<file path="config.mk">
export PLATFORM = sky130hd
export DESIGN_NAME = l_indication_arb
export DESIGN_NICKNAME = d
export VERILOG_FILES = /design/src/rtl/l_indication_arb.sv
export SDC_FILE = /design/constraint.sdc
export NUM_CORES = 1
export LEC_CHECK = 0
export CELL_PAD_IN_SITES_DETAIL_PLACEMENT = 1
export CELL_PAD_IN_SITES_GLOBAL_PLACEMENT = 1
export CORE_UTILIZATION = 32
export CTS_CLUSTER_SIZE = 20
export DETAILED_ROUTE_END_ITERATION = 8
export PLACE_DENSITY = 0.74
export SETUP_SLACK_MARGIN = 0.3
export SYNTH_ARGS = -nofsm -noshare
export SYNTH_HDL_FRONTEND = slang
export SYNTH_SLANG_ARGS = --single-unit
</file>
<file path="constraint.sdc">
create_clock -name CLK -period 7.1 [get_ports CLK]
set_input_delay 0.71 -clock CLK [delete_from_list [all_inputs] [get_ports CLK]]
set_output_delay 0.71 -clock CLK [all_outputs]
set_load 0.05 [all_outputs]
</file>
<file path="src/rtl/l_indication_arb.sv">
// Three-input round-robin arbiter feeding one indication pipe.
// Each input has a one-beat holding buffer that can be refilled in the same cycle it drains.
module l_indication_arb #(
    parameter int WIDTH = 144
) (
    input  logic             CLK,
    input  logic             nRST,
    input  logic             in0_enq__ENA,
    input  logic [WIDTH-1:0] in0_enq_v,
    output logic             in0_enq__RDY,
    input  logic             in1_enq__ENA,
    input  logic [WIDTH-1:0] in1_enq_v,
    output logic             in1_enq__RDY,
    input  logic             in2_enq__ENA,
    input  logic [WIDTH-1:0] in2_enq_v,
    output logic             in2_enq__RDY,
    output logic             out_enq__ENA,
    output logic [WIDTH-1:0] out_enq_v,
    input  logic             out_enq__RDY,
    output logic [15:0]      grant_cnt
);

    logic [2:0]       buf_v_r;
    logic [WIDTH-1:0] buf_d_r [3];
    logic [1:0]       ptr_r;
    logic [15:0]      grant_cnt_r;

    logic [2:0]       ena_s;
    logic [2:0]       rdy_s;
    logic [2:0]       accept_s;
    logic [WIDTH-1:0] in_d_s [3];
    logic [1:0]       sel_s;
    logic [1:0]       cand1_s;
    logic [1:0]       cand2_s;
    logic             any_s;
    logic             fire_s;

    // Successor of an input index in the 0 -> 1 -> 2 -> 0 rotation.
    function automatic logic [1:0] next_idx(input logic [1:0] idx);
        logic [1:0] res;
        case (idx)
            2'd0:    res = 2'd1;
            2'd1:    res = 2'd2;
            2'd2:    res = 2'd0;
            default: res = 2'd0;
        endcase
        return res;
    endfunction

    // Gather the per-input ports into indexable vectors.
    always_comb begin
        ena_s     = {in2_enq__ENA, in1_enq__ENA, in0_enq__ENA};
        in_d_s[0] = in0_enq_v;
        in_d_s[1] = in1_enq_v;
        in_d_s[2] = in2_enq_v;
    end

    // Round-robin selection: search starts just after the last granted input.
    always_comb begin
        cand1_s = next_idx(ptr_r);
        cand2_s = next_idx(cand1_s);
        any_s   = |buf_v_r;
        if (buf_v_r[cand1_s]) begin
            sel_s = cand1_s;
        end else if (buf_v_r[cand2_s]) begin
            sel_s = cand2_s;
        end else if (buf_v_r[ptr_r]) begin
            sel_s = ptr_r;
        end else begin
            sel_s = 2'd0;
        end
    end

    // Output handshake and bypass-refill ready; RDY never looks at any ENA.
    always_comb begin
        fire_s = any_s & out_enq__RDY & nRST;
        for (int i = 0; i < 3; i++) begin
            rdy_s[i] = nRST & (~buf_v_r[i] | (fire_s & (sel_s == i[1:0])));
        end
        accept_s = ena_s & rdy_s;
        if (any_s) begin
            out_enq_v = buf_d_r[sel_s];
        end else begin
            out_enq_v = {WIDTH{1'b0}};
        end
    end

    // Drive the remaining output ports from internal state.
    always_comb begin
        out_enq__ENA = fire_s;
        in0_enq__RDY = rdy_s[0];
        in1_enq__RDY = rdy_s[1];
        in2_enq__RDY = rdy_s[2];
        grant_cnt    = grant_cnt_r;
    end

    // Buffer valid flags, rotation pointer and grant counter.
    always_ff @(posedge CLK) begin
        if (!nRST) begin
            buf_v_r     <= 3'b000;
            ptr_r       <= 2'd2;
            grant_cnt_r <= 16'd0;
        end else begin
            for (int i = 0; i < 3; i++) begin
                if (accept_s[i]) begin
                    buf_v_r[i] <= 1'b1;
                end else if (fire_s && (sel_s == i[1:0])) begin
                    buf_v_r[i] <= 1'b0;
                end else begin
                    buf_v_r[i] <= buf_v_r[i];
                end
            end
            if (fire_s) begin
                ptr_r       <= sel_s;
                grant_cnt_r <= grant_cnt_r + 16'd1;
            end else begin
                ptr_r       <= ptr_r;
                grant_cnt_r <= grant_cnt_r;
            end
        end
    end

    // Beat storage; contents only matter while the matching valid flag is set.
    always_ff @(posedge CLK) begin
        for (int i = 0; i < 3; i++) begin
            if (accept_s[i]) begin
                buf_d_r[i] <= in_d_s[i];
            end else begin
                buf_d_r[i] <= buf_d_r[i];
            end
        end
    end

endmodule

</file>
# Yosys cells after proc, flatten, opt, wreduce, memory -nomap -nowiden

Memories as Yosys holds them, arrays and structs flattened.
Index checks and enable logic that the tools add are counted.

Memories kept: 1
Bits in writable memories: 432
Bits in registers: 21

Mux-type cells: 30
Order comparisons: 3
Eq/ne operators: 7
Bitwise logic cells: 18
Reduce and logical (&&, ||, !) cells: 13
$add $sub $neg: 1

Memory list:

| name    | words | bits a word | read ports | clocked after memory_dff | write ports | line | source |
|---|---|---|---|---|---|---|---|
| buf_d_r | 3     | 144         | 1          | 0                        | 3           | 24   | `logic [WIDTH-1:0] buf_d_r [3];` |

Operators with widths:

| kind                                                       | count |
|---|---|
| 2-to-1 mux 144 bit                                         | 4 |
| 2-to-1 mux 1 bit                                           | 18 |
| adder 16 x 1 -> 16 bit, second input constant              | 1 |
| less-than comparator 2 x 3 -> 1 bit, second input constant | 3 |
| AND 1 bit                                                  | 8 |
| case mux 2 bit (2 select lines)                            | 2 |
| binary-select mux 1 bit (select 2 bit)                     | 3 |
| equality test 2 x 1 -> 1 bit, second input constant        | 3 |
| logical NOT 2 bit                                          | 3 |
| 2-to-1 mux 2 bit                                           | 3 |
| bitwise OR 1 bit                                           | 6 |
| AND reduction 2 bit                                        | 3 |
| nonzero test 2 bit                                         | 3 |
| AND 3 bit                                                  | 1 |
| logical AND 1 bit                                          | 3 |
| inequality test 0 bit                                      | 3 |
| inverter 1 bit                                             | 3 |
| OR reduction 3 bit                                         | 1 |
| equality test 2 bit, second input constant                 | 1 |

# Depth between registers and ports, before layout

Gate-level depths: netlist (run 1).

Depth after elaboration: 16
Gate-level depth with buffers: 6

# Worst setup path after synthesis (run 1)

No wires, ideal clock.

Path type: register -> register
Start point: reg buf_v_r[2]
End point: mem buf_d_r[0][0] (enable)
Period minus slack after synthesis: 7790 ps
Buffers on the path: 1
Arrival: 7141 ps
Setup slack: -690 ps
Stages on the path, launching flop included: 6
Cell sequence: dfxtp_1 -> nor2b_1 -> o21a_1 -> clkbuf_1 -> a31oi_1 -> nor2_1

RTL lines:

| item                             | line | source |
|---|---|---|
| start: declaration               | 23   | `logic [2:0] buf_v_r;` |
| start signal: indexed assignment | 110  | `buf_v_r[i] <= buf_v_r[i];` |
| end: declaration                 | 24   |  |

# Final worst setup path (run 1)

Start point: reg buf_v_r[0]
End point: out out_enq_v[12]

Word-level cells in the longest chain between the ends: 7
Elaborated cells between the ends (all ways): 12
Those cells by class: mux (10); reduce/logical (1); memory (1)

RTL lines:

| item                                   | line | source |
|---|---|---|
| binary-select mux 1 bit (select 2 bit) | 67   | `end else if (buf_v_r[ptr_r]) begin` |
| 2-to-1 mux 1 bit (implied by the code) | 67   |  |
| 2-to-1 mux 2 bit                       | 67   |  |
| 2-to-1 mux 2 bit                       | 65   | `end else if (buf_v_r[cand2_s]) begin` |
| 2-to-1 mux 2 bit                       | 63   | `if (buf_v_r[cand1_s]) begin` |
| memory read (3 x 144 bit)              | -    |  |
| 2-to-1 mux 144 bit *                   | 81   | `if (any_s) begin` |
| end: declaration                       | 18   | `output logic [WIDTH-1:0] out_enq_v,` |

Mark *: on every way between the ends. The rest lies on a longest branch, timed or not. The select of a mux whose other input is x is not followed.

==> results of run 1 <==
through the flow:
step | hold WS, ns | utilization
floorplan | 0.4867 | -
global placement | 0.4628 | 0.4524
detailed placement | 0.4905 | 0.4524
CTS | 0.4989 | 0.4804
global route | 0.5202 | 0.4812
finish | 0.4908 | 0.4812
cell usage after synthesis (3+ instances only):
library cell,n
o21ai_0,150
a31oi_1,145
mux2i_1,4
nand3_1,8
xnor2_1,4
dfxtp_1,21
nor4_1,3
and2_1,8
inv_1,7
and3_1,5
nand2b_1,7
nor2b_1,3
or3_1,4
edfxtp_1,432
clkbuf_1,72
a21boi_0,6
nand2_1,298
buf_2,10
final cells by class:
| type | count | area [um^2] |
|---|---|---|
| tap | 688 | 860.8 |
| clock inverter | 26 | 157.7 |
| inverter | 7 | 26.28 |
| fill | 5352 | 27320 |
| timing repair buffer | 618 | 6181 |
| clock buffer | 63 | 1321 |
| sequential | 453 | 13390 |
| antenna | 15 | 37.54 |
| multi-input combinational | 668 | 3358 |
per-layer routing:
layer,track usage,up-vias
li1,-,5731
met1,0.2464,6316
met2,0.3656,485
met3,0.05319,119
met4,0.09252,6
met5,0,-
logic make-up (layout without fill, tap and decap cells):
family	Yosys count	in the layout	synth area share
flops	453	453	0.7849
compound gates	312	312	0.1052
fa+ha+maj	1	1	0.0007332
buf+inv	91	714	0.02119
simple gates	345	345	0.08250
xor+xnor	6	6	0.003080
mux	4	4	0.002347
other cells	0	15	0
registers in the layout, indices dropped and copies added (netlist names):
register	count
ptr_r	2
buf_d_r	432
grant_cnt	16
buf_v_r	3
worst max-delay path, stage by stage (launching register included):
cell and delay (ns):
dfxtp_1 0.42, o21ai_0 0.18, nand3_4 0.69, buf_4 0.69
o21ai_0 0.18, a31oi_1 0.36, clkdlybuf4s50_1 0.88
power by group:
group,leakage [nW],switching (mW),internal (mW)
sequential,4.18,0.0329,3.06
combinational,3.68,0.923,0.531
clock,0.706,1.06,1.35
total,8.56,2.02,4.94
cells in the final DEF (no fill, tap or decap), types with 6 or more instances in the layout:
| cell | Yosys | routed |
|---|---|---|
| clkdlybuf4s50_1 | 0 | 601 |
| edfxtp_1 | 432 | 432 |
| nand2_1 | 298 | 298 |
| o21ai_0 | 150 | 150 |
| a31oi_1 | 145 | 145 |
| clkbuf_16 | 0 | 51 |
| dfxtp_1 | 21 | 21 |
| diode_2 | 0 | 15 |
| clkinv_1 | 0 | 15 |
| buf_4 | 2 | 14 |
| clkbuf_1 | 72 | 12 |
| and2_1 | 8 | 8 |
| inv_1 | 7 | 7 |
| nand2b_1 | 7 | 7 |
| nand3_1 | 8 | 7 |
| a21boi_0 | 6 | 6 |
path summary, 6_finish.rpt:
path,start,end,cells past startpoint
worst max-delay path,buf_v_r[0]$_SDFFE_PN0P_,out_enq_v[12],6
worst min-delay path,grant_cnt[13]$_SDFFE_PN0P_,grant_cnt[13]$_SDFFE_PN0P_,2
worst max register to register,buf_v_r[0]$_SDFFE_PN0P_,buf_d_r[2][10]$_DFFE_PP_,5
worst min register to register,grant_cnt[13]$_SDFFE_PN0P_,grant_cnt[13]$_SDFFE_PN0P_,2
==> run metrics, run 1 <==
status=finished, final reports clean; ys flop type=edfxtp_1; total setup buffers inserted after CTS=0; DRT antenna net count=0; Place WS=2.906 ns; Hold Vio Cnt, Final=0; clock latency at the later pin of the worst-skew pair=between 0.5 and 0.6 ns; Die Span Y=~230 um; syn_nets=approximately 1700; worst slew pin tran=roughly 1.3 ns; clock tree buffer depth=3; FF+latch count, synth=about 450; fin nets=about 2200; gpl congestion=slightly below 0.9; critical path arrival=4.05 ns; kind of critical path=flop to output pin; Tcrit/Tclk final=0.6709; Max-Cap Viols=0; Static Leakage=around 8.6 nW; share of layout cells above drive strength 1=0.04850; # resized after CTS=0; Post-DP Area=between 20000 and 25000 um^2; Post-CTS Hold Buffers=0; Synth top area share=0.7603; TritonRoute pass-1 iters=5; startpoint types=flop; maximum VDD drop=approximately 0.23 mV; Root Buffer=clkbuf_16; post-route cell area=between 20000 and 30000 um^2; CP max FO=81; Std-Cell Core Area=approximately 53000 um^2; WP data required=~6.4 ns; f_max=209.9 MHz; CTS Buf Count=51; PnR Total Power=6.960 mW; initial drt markers=approximately 700; Post-Syn Area=~17000 um^2; metal3 WL=approximately 3.9 mm; CTS tree=built; initial antenna violation count=19; Die Area=approximately 54000 um^2; num ports=602; first-pass GRT wire length=84.72 mm; number of buffers added on ports=between 600 and 700; fin crit period=approximately 4.8 ns; Synth Instances=approximately 1200; R2R setup slack=roughly 3.2 ns; # DRC=0; sequential share of the synthesized area=0.7849; area delta synth->final=48.49%; Slew Viols, Final=0; vias per cell=4.987; top cells by area, synth=edfxtp_1, nand2_1, a31oi_1, o21ai_0, dfxtp_1; DR WL/cell=23.39 um; Synth async-reset ratio=0; Total Neg Setup Slack=0 ns; Worst Skew=0.01761 ns; uppermost routed layer=met5; DRT Wirelength=~59 mm; warnings from Yosys=0; Worst Setup End Kind=output pin; class of the worst hold path=flop to flop; number of synthesized flops with an enable pin=between 400 and 500; Syn Area/Cell=14.08 um^2; vias in the first global route=about 14000; Unique masters post-synth=38; non-filler cells, final=2538; largest net degree at the start of global routing=about 100; worst setup margin=roughly 2.3 ns; met2 routed wirelength=about 31 mm; Reg clk slew, reported paths=0.06 ns; sum of net half-perimeters after detailed placement=about 40 mm; final setup fails=0; WL met1=~23 mm; Vias=12657; Synth area leader=edfxtp_1; RSZ-0062 raised after global routing=no; # H-tree levels=2; power density over the cells=274.7 nW/um^2; Site Rows=84; Max-slew headroom=0.1464; initial core utilization=0.3240; die span in x=~230 um; Tot GR Track Use=0.2112; cell total after placement=2434; clk sinks=roughly 450; Congestion Overflow GR=0
Power figures use the tool's default switching activity.
==> inputs of run 2 (changes only) <==
- CORE_AREA: unset -> 2 2 234 236
- CORE_UTILIZATION: 32 -> unset
- DIE_AREA: unset -> 0 0 236 238
- PLACE_DENSITY: 0.74 -> 0.71
- clock period: 7.1 -> 4.6 ns (I/O delays scaled with it)
==> run metrics, run 2 (synthesis gave the netlist of run 1 again) <==
CTS Buf Count=51; largest net degree at the start of global routing=88; number of buffers added on ports=601; critical path arrival=approximately 3.5 ns; WP data required=4.14 ns; Die Area=56170 um^2; CTS tree=built; uppermost routed layer=met5; DR WL/cell=between 20 and 25 um; Post-CTS Hold Buffers=0; Worst Setup End Kind=output pin; reg2reg path depth=5; initial antenna violation count=12; most common cell after layout, fill and taps aside=clkdlybuf4s50_1; f_max=250.3 MHz; Tot GR Track Use=0.2141; max reg flops=432; total setup buffers inserted after CTS=0; die span in x=around 240 um; hold_sp=in1_enq_v[94]; initial drt markers=about 640; share of layout cells above drive strength 1=0.06257; Die Span Y=~240 um; Worst Setup SP=buf_v_r[0]$_SDFFE_PN0P_; metal3 WL=~3.7 mm; reg2reg start=buf_v_r[0]$_SDFFE_PN0P_; DRT Wirelength=between 60 and 70 mm; Congestion Overflow GR=0; sum of net half-perimeters after detailed placement=between 40 and 50 mm; Site Rows=between 80 and 90; Std-Cell Core Area=roughly 53000 um^2; Total Neg Setup Slack=0 ns; Worst Skew=between 0.02 and 0.025 ns; share of the core filled with cells=0.4823; met2 routed wirelength=roughly 32 mm; R2R setup slack=approximately 1.6 ns; Static Leakage=slightly below 9 nW; # resized after CTS=0; Max-slew headroom=0.3493; clock latency at the later pin of the worst-skew pair=a little under 0.6 ns; hold-critical path depth=1; clk sinks=about 450; CP max FO=50; TritonRoute pass-1 iters=5; num ports=602; Max-Cap Viols=0; initial core utilization=0.3190; fin crit period=between 3 and 4 ns; vias per cell=4.984; non-filler cells, final=roughly 2600; # H-tree levels=2; area delta synth->final=51.20%; vias in the first global route=about 14000; final setup fails=0; DRT antenna net count=0; worst slew pin tran=between 0.9 and 1 ns; startpoint types=flop; Root Buffer=clkbuf_16; clock tree buffer depth=3; Hold Vio Cnt, Final=0; gpl congestion=roughly 0.88; fin nets=around 2300; WHS Endpoint=buf_d_r[1][94]$_DFFE_PP_; status=finished, final reports clean; power density over the cells=431.1 nW/um^2; RR Endpoint=buf_d_r[2][79]$_DFFE_PP_; class of the worst hold path=primary input to flop; commonest cells after routing, fill and taps aside=clkdlybuf4s50_1, edfxtp_1, nand2_1; maximum VDD drop=between 0.3 and 0.4 mV; cell total after placement=between 2000 and 2500; Slew Viols, Final=0; Reg clk slew, reported paths=0.06 ns; first-pass GRT wire length=around 90 mm; RSZ-0062 raised after global routing=no; kind of critical path=flop to output pin; WL met1=23.33 mm; Vias=around 13000; Tcrit/Tclk final=0.8687; # DRC=0; Biggest register=buf_d_r
[run 2: cell types whose count changed in the layout (fill, tap and decap cells not counted), sizes merged]
cell    previous run  this run
bufinv             1         5
clkinv            18        15
clkbuf            63        64
buf               17        35
diode             15         8
inv               10         9
[run 2: worst max-delay path by stage]
stage	endpoint	slack, ns	cells after the start
floorplan	buf_d_r[0][0]$_DFFE_PP_	0.83	5
finish	in0_enq__RDY	0.60	6
global placement	in0_enq__RDY	1.26	6
global route	in0_enq__RDY	0.39	6
detailed placement	in0_enq__RDY	1.20	6
CTS	in0_enq__RDY	0.54	6
[run 2: report_power, final]
part | total (mW) | switching [mW] | leakage (nW) | internal [mW]
registers | 4.77 | 0.0503 | 4.18 | 4.72
clock network | 4.04 | 1.67 | 0.788 | 2.38
logic | 2.30 | 1.44 | 3.82 | 0.859
[run 2: cell type report]
cell class,instances,area [um^2]
Clock buffer,64,1366
Sequential cell,453,13390
Timing Repair Buffer,636,6491
Tap cell,696,870.8
Clock inverter,26,272.8
Antenna cell,8,20.02
Fill cell,5422,27700
Inverter,7,26.28
Multi-Input combinational cell,668,3358
[run 2: critical path, cell delays in order, from the launching register on]
cell and delay, ns:
dfxtp_1 0.36, o21ai_0 0.30, nand3_4 0.54, buf_12 0.41
a31oi_1 0.45, nor2b_1 0.12, clkdlybuf4s50_1 0.72
[run 2: metal layers]
metal | global-route usage | up-vias
li1 | - | 5766
met1 | 0.2468 | 6413
met2 | 0.3861 | 446
met3 | 0.05460 | 115
met4 | 0.07354 | 10
met5 | 0 | -
[run 2: through the flow]
step | setup WS, ns | cell area [um^2] | power, mW | hold WS, ns
final | 0.6041 | 25800 | 11.12 | 0.4144
after floorplan | 0.8314 | 17070 | 6.068 | 0.4867
after CTS | 0.5403 | 25780 | 11.24 | 0.3786
after global placement | 1.263 | 24140 | 7.124 | 0.4683
after global routing | 0.3941 | 25800 | 11.49 | 0.3834
after detailed placement | 1.197 | 24140 | 7.169 | 0.4937
